## config.mk

```make
export PLATFORM = sky130hd
export DESIGN_NAME = apb_rev_b_regbank
export DESIGN_NICKNAME = d
export VERILOG_FILES = /design/src/rtl/apb_rev_b_pkg.sv /design/src/rtl/apb_rev_b_completer_fsm.sv /design/src/rtl/apb_rev_b_regbank.sv
export SDC_FILE = /design/constraint.sdc
export NUM_CORES = 1
export LEC_CHECK = 0
export BUFFER_PORTS_ARGS = -buffer_cell sky130_fd_sc_hd__clkbuf_2
export CORE_AREA = 3 3 238 240
export CTS_BUF_LIST = sky130_fd_sc_hd__clkbuf_8
export CTS_CLUSTER_DIAMETER = 40
export DETAILED_ROUTE_END_ITERATION = 10
export DIE_AREA = 0 0 241 243
export PLACE_DENSITY = 0.47
export RECOVER_POWER = 100
export SYNTH_ARGS = -nofsm -noshare
export SYNTH_HDL_FRONTEND = slang
export SYNTH_HIERARCHICAL = 1
export SYNTH_SLANG_ARGS = --single-unit
```

## constraint.sdc

```tcl
create_clock -name pclk -period 4.6 [get_ports pclk]
set_input_delay 0 -clock pclk [delete_from_list [all_inputs] [get_ports pclk]]
set_output_delay 0 -clock pclk [all_outputs]
set_load 0.03 [all_outputs]
```

## src/rtl/apb_rev_b_pkg.sv

```systemverilog
// Shared types, bus widths and the address decoder for the APB rev B register bank.
package apb_rev_b_pkg;
  localparam int APB_ADDR_W = 32;
  localparam int APB_DATA_W = 32;
  localparam int MAX_REGS   = 64;
  localparam int IDX_W      = 6;

  typedef enum logic {
    IDLE   = 1'b0,
    ACCESS = 1'b1
  } state_e;

  typedef struct packed {
    logic [IDX_W-1:0] idx;
    logic             err;
  } decode_t;

  // idx is only meaningful when err is clear.
  function automatic decode_t decode(input logic [APB_ADDR_W-1:0] addr,
                                     input logic                  write,
                                     input logic [APB_ADDR_W-1:0] base,
                                     input int                    num_regs,
                                     input logic [MAX_REGS-1:0]   ro_mask);
    logic [APB_ADDR_W-1:0] off;
    decode_t               d;
    off   = addr - base;
    d.idx = off[IDX_W+1:2];
    d.err = (addr[1:0] != 2'b00) || (addr < base) || (off >= 32'(num_regs * 4));
    if (!d.err && write && ro_mask[d.idx]) d.err = 1'b1;
    return d;
  endfunction
endpackage

```

## src/rtl/apb_rev_b_completer_fsm.sv

```systemverilog
// APB completer sequencing: setup/access FSM, wait-state counter and address/direction latch.
module apb_rev_b_completer_fsm
  import apb_rev_b_pkg::*;
#(
  parameter int WAIT_STATES = 0
) (
  input  logic                  pclk,
  input  logic                  presetn,
  input  logic [APB_ADDR_W-1:0] paddr,
  input  logic                  pselx,
  input  logic                  penable,
  input  logic                  pwrite,
  output logic                  pready,
  output logic                  ack,
  output logic [APB_ADDR_W-1:0] addr_q,
  output logic                  write_q,
  output state_e                state_dbg
);
  state_e                state, state_d;
  logic [3:0]            wait_cnt, wait_cnt_d;
  logic [APB_ADDR_W-1:0] addr_d;
  logic                  write_d;

  always_ff @(posedge pclk or negedge presetn) begin
    if (!presetn) begin
      state    <= IDLE;
      wait_cnt <= '0;
      addr_q   <= '0;
      write_q  <= 1'b0;
    end else begin
      state    <= state_d;
      wait_cnt <= wait_cnt_d;
      addr_q   <= addr_d;
      write_q  <= write_d;
    end
  end

  // pready is only raised while the master still selects us, so an abort never completes.
  always_comb begin
    state_d    = state;
    wait_cnt_d = wait_cnt;
    addr_d     = addr_q;
    write_d    = write_q;
    pready     = 1'b0;
    case (state)
      IDLE: begin
        if (pselx && !penable) begin
          state_d    = ACCESS;
          addr_d     = paddr;
          write_d    = pwrite;
          wait_cnt_d = 4'(WAIT_STATES);
        end
      end
      ACCESS: begin
        if (!pselx) begin
          state_d = IDLE;
        end else if (wait_cnt == 4'd0) begin
          pready  = 1'b1;
          state_d = IDLE;
        end else begin
          wait_cnt_d = wait_cnt - 4'd1;
        end
      end
      default: state_d = IDLE;
    endcase
  end

  assign ack       = pready;
  assign state_dbg = state;
endmodule

```

## src/rtl/apb_rev_b_regbank.sv

```systemverilog
// APB rev B completer terminating in a bank of 32-bit registers with optional read-only status slots.
module apb_rev_b_regbank
  import apb_rev_b_pkg::*;
#(
  parameter int                  NUM_REGS    = 8,
  parameter logic [31:0]         BASE_ADDR   = 32'h0000_0000,
  parameter int                  WAIT_STATES = 0,
  parameter logic [NUM_REGS-1:0] RO_MASK     = '0
) (
  input  logic                     pclk,
  input  logic                     presetn,
  input  logic [APB_ADDR_W-1:0]    paddr,
  input  logic                     pselx,
  input  logic                     penable,
  input  logic                     pwrite,
  input  logic [APB_DATA_W-1:0]    pwdata,
  output logic                     pready,
  output logic [APB_DATA_W-1:0]    prdata,
  output logic                     pslverr,
  output logic [NUM_REGS*32-1:0]   reg_q,
  input  logic [NUM_REGS*32-1:0]   ro_d,
  output logic [NUM_REGS-1:0]      wr_pulse
);
  localparam int IDX_LW = (NUM_REGS > 1) ? $clog2(NUM_REGS) : 1;

  // Handshake: a transfer completes on the single rising edge where pselx, penable and
  // pready are all high; prdata and pslverr are only meaningful in that cycle and 0 otherwise.
  logic                  ack;
  logic [APB_ADDR_W-1:0] addr_q;
  logic                  write_q;
  state_e                fsm_state_unused;
  decode_t               dec;
  logic [IDX_W-1:0]      dec_idx_unused;
  logic [IDX_LW-1:0]     idx;
  logic                  commit;
  logic [31:0]           regs   [NUM_REGS];
  logic [31:0]           ro_arr [NUM_REGS];

  apb_rev_b_completer_fsm #(
    .WAIT_STATES (WAIT_STATES)
  ) u_fsm (
    .pclk      (pclk),
    .presetn   (presetn),
    .paddr     (paddr),
    .pselx     (pselx),
    .penable   (penable),
    .pwrite    (pwrite),
    .pready    (pready),
    .ack       (ack),
    .addr_q    (addr_q),
    .write_q   (write_q),
    .state_dbg (fsm_state_unused)
  );

  assign dec            = decode(addr_q, write_q, BASE_ADDR, NUM_REGS, 64'(RO_MASK));
  assign dec_idx_unused = dec.idx;
  assign idx            = dec.idx[IDX_LW-1:0];
  assign commit         = ack && write_q && !dec.err;

  for (genvar i = 0; i < NUM_REGS; i++) begin : g_slice
    assign ro_arr[i]           = ro_d[32*i +: 32];
    assign reg_q[32*i +: 32]   = RO_MASK[i] ? 32'h0 : regs[i];
  end

  always_ff @(posedge pclk or negedge presetn) begin
    if (!presetn) begin
      for (int i = 0; i < NUM_REGS; i++) regs[i] <= '0;
      wr_pulse <= '0;
    end else begin
      wr_pulse <= '0;
      if (commit) begin
        regs[idx]     <= pwdata;
        wr_pulse[idx] <= 1'b1;
      end
    end
  end

  always_comb begin
    prdata = '0;
    if (ack && !dec.err) prdata = RO_MASK[idx] ? ro_arr[idx] : regs[idx];
  end

  assign pslverr = ack && dec.err;
endmodule

```

==> impl_metrics.json <==
{
  "outcome": "finished with violations",
  "violations": "max-capacitance violations, max-slew violations",
  "fmax_mhz": 240,
  "htreeDepth": 3,
  "ctsHoldBuffers": 69,
  "finalMaxSlewViolations": 153,
  "cts_resized": 0,
  "yosysMostFrequentCell": "dfrtp_1",
  "post-dp-hpwl_um": 33000,
  "die-area_um2": 58600,
  "cts_root_buf": "clkbuf_8",
  "synth_warnings": 6,
  "grt_pass1_vias": 11000,
  "power.leakage_nw": 8.37,
  "drt-vias-per-instance": 4.70,
  "io_pins": 623,
  "worst_slack_ns": 0.439,
  "p_int_w": 0.00524,
  "drc_errors": 0,
  "finalHoldViolCount": 0,
  "rsz0062_at_grt": "no",
  "async_reset_ff_share_pct": 100,
  "fp-row-count": 86,
  "worst_setup_path_end_kind": "primary output",
  "crit_required_ns": 4.60,
  "p_sw_w": 0.00205,
  "overflow": 0,
  "grt_first_pass_wirelength_um": 75100,
  "synth_cell_type_count": 46,
  "vias": 10100,
  "slew_headroom_pct": -106,
  "grtUsageTotal_pct": 17.4,
  "vdd_drop_max_mv": 0.180,
  "setup_violations": 0,
  "fill_cells": 5715,
  "clock_latency_ns": 0.62,
  "max_cap_violations": 3,
  "reg2reg_slack_ns": 0.65,
  "nNetsFinal": 1722,
  "critPathLaunchType": "flop",
  "core_area_um2": 54900,
  "hold_class": "in -> reg",
  "floorplan.die.width_um": 241,
  "yosysTopAreaCell": "dfrtp_1",
  "finalPower_w": 0.00730,
  "worstPathMaxFanout": 6,
  "cp.arrival_ns": 4.16,
  "cts_tree": "built",
  "rr_endpoint": "reg_q[2]$_DFFE_PN0P_",
  "ys_seq_elements": 302,
  "min_path_cells": 3,
  "fp.dieH_um": 243,
  "gp_congestion": 0.744,
  "fin_crit_ns": 4.16,
  "synth_edf_count": 0,
  "fin_skew_ns": 0.0238,
  "wl_per_cell_um": 23.5,
  "start_util_pct": 24.8,
  "avgSynthCellArea_um2": 14.8,
  "syn_to_final_growth_pct": 31.8,
  "pwr-share-seq_pct": 39.8,
  "antenna_found_initial": 3,
  "ys_top_cells_by_area": "dfrtp_1 56%, mux2_2 23%, mux4_2 5.3%",
  "synth_ff_type": "dfrtp_1",
  "ant_nets": 0,
  "cts_buffer_depth": 3,
  "io_buffers": 366,
  "drive_gt1_share_pct": 36.5,
  "post_cts_buffers": 0,
  "combPwrFrac_pct": 13.7,
  "worst_pin_slew_ns": 3.09,
  "ff2ff_path_depth": 9,
  "utilization_pct": 32.7,
  "cts_made_buffers": 69,
  "clock_power_share_pct": 46.6,
  "r2r_start": "u_fsm/wait_cnt[0]$_DFFE_PN0P_",
  "post-place-ws_ns": 1.17,
  "synth-seq-area-share_pct": 55.5,
  "synthesis.nets": 1249,
  "fin_tns_setup_ns": 0,
  "period_share_pct": 90.5,
  "syn-cell-area_um2": 13600,
  "synth_top_cells_by_count": "302 x dfrtp_1, 281 x mux2_2, 35 x nor2_1, 32 x mux4_2, 27 x mux2i_1",
  "firstDrtPassIters": 5,
  "synth_top_area_share_pct": 55.5,
  "swShare_pct": 28.1,
  "critPathLaunch": "u_fsm/wait_cnt[0]$_DFFE_PN0P_",
  "grt_start_max_net_pins": 120,
  "cts_num_sinks": 302,
  "cp-endpoint": "prdata[27]",
  "p_per_area_nw_per_um2": 407,
  "clk_pin_slew_ns": 0.06,
  "syn_inst": 922,
  "routed_wl_um": 50500,
  "worst-setup-path-type": "reg -> out",
  "drtIter0Drc": 462
}
[cell type report]
class | count | area (um2) | area share [%]
diodes | 1 | 2.50 | 0.0140
inverters | 4 | 15.0 | 0.0837
flip-flops and latches | 302 | 7570 | 42.2
multi-input cells | 555 | 5600 | 31.2
repair buffers | 463 | 2330 | 13.0
clock buffers | 79 | 1090 | 6.06
well taps | 704 | 881 | 4.91
clock inverters | 45 | 458 | 2.55
[power by group through the flow]
stage	logic, W	registers [W]	clock network, W
finish	0.000996	0.00290	0.00340
CTS	0.00104	0.00291	0.00353
detailed placement	0.000989	0.00296	0
global placement	0.000976	0.00295	0
floorplan	0.000661	0.00284	0
global route	0.00110	0.00292	0.00366
[through the flow]
| step | area (um2) | hold WS, ns | cells |
|---|---|---|---|
| finish | 17900 | 0.155 | 2153 |
| global route | 17900 | 0.132 | 2153 |
| CTS | 18500 | 0.0801 | 2152 |
| detailed placement | 16300 | 0.192 | 1959 |
| global placement | 16300 | 0.187 | 1959 |
| floorplan | 13600 | -0.296 | 922 |
[flip-flops by register name, summed over array words and instances (netlist names)]
signal / count
reg_q: 256
wr_pulse: 8
u_fsm/wait_cnt: 4
u_fsm/write_q: 1
u_fsm/state_dbg: 1
u_fsm/addr_q: 32
[cell usage in the layout (no fill, tap or decap), types with 17 or more instances in the layout]
cell type and instances:
inv_1 22, dlygate4sd3_1 69, clkbuf_8 79, mux2_2 280
nor2_1 35, clkbuf_1 297, clkbuf_2 87, mux2_1 21
dfrtp_1 299, mux2i_1 27, o22ai_1 20, nor4_1 17
mux4_2 32, o21ai_0 17
[how the worst min path moves through the flow]
stage | startpoint | end
floorplan | presetn | reg_q[0]$_DFFE_PN0P_
global placement | presetn | u_fsm/addr_q[25]$_DFFE_PN0P_
detailed placement | presetn | u_fsm/addr_q[26]$_DFFE_PN0P_
CTS | paddr[1] | u_fsm/addr_q[1]$_DFFE_PN0P_
global route | paddr[2] | u_fsm/addr_q[2]$_DFFE_PN0P_
finish | paddr[2] | u_fsm/addr_q[2]$_DFFE_PN0P_
[cells by family (layout without fill, tap and decap cells)]
kind of cell / after synthesis / in the layout / synth area share [%]
other: 0 / 1 / 0
adder cells (fa/ha/maj): 2 / 2 / 0.184
buffers and inverters: 65 / 591 / 2.62
multiplexers: 360 / 360 / 32.2
AND/OR/NAND/NOR: 111 / 111 / 5.12
AO/OA/AOI/OAI: 82 / 82 / 4.38
flip-flops: 302 / 302 / 55.5
[worst max-delay path, cell delays in order, from the launching register on]
cell and delay (ns):
dfrtp_1 0.39, inv_1 0.12, ha_1 0.17, nor3b_2 0.36, and3_1 0.36, inv_1 0.12, nor3_1 1.12, buf_4 0.36
and3_1 0.22, clkbuf_1 0.32
[routing by layer]
metal	vias up	part of all wire (%)	wire [um]	GRT usage (%)
met5	-	0	0	0
met4	0	2.5	1260	6.24
met3	69	7.0	3520	5.09
met2	304	47	23800	28.0
met1	5316	43	22000	22.1
li1	4432	-	-	-
Note: power is estimated with default switching activity, not from simulation.
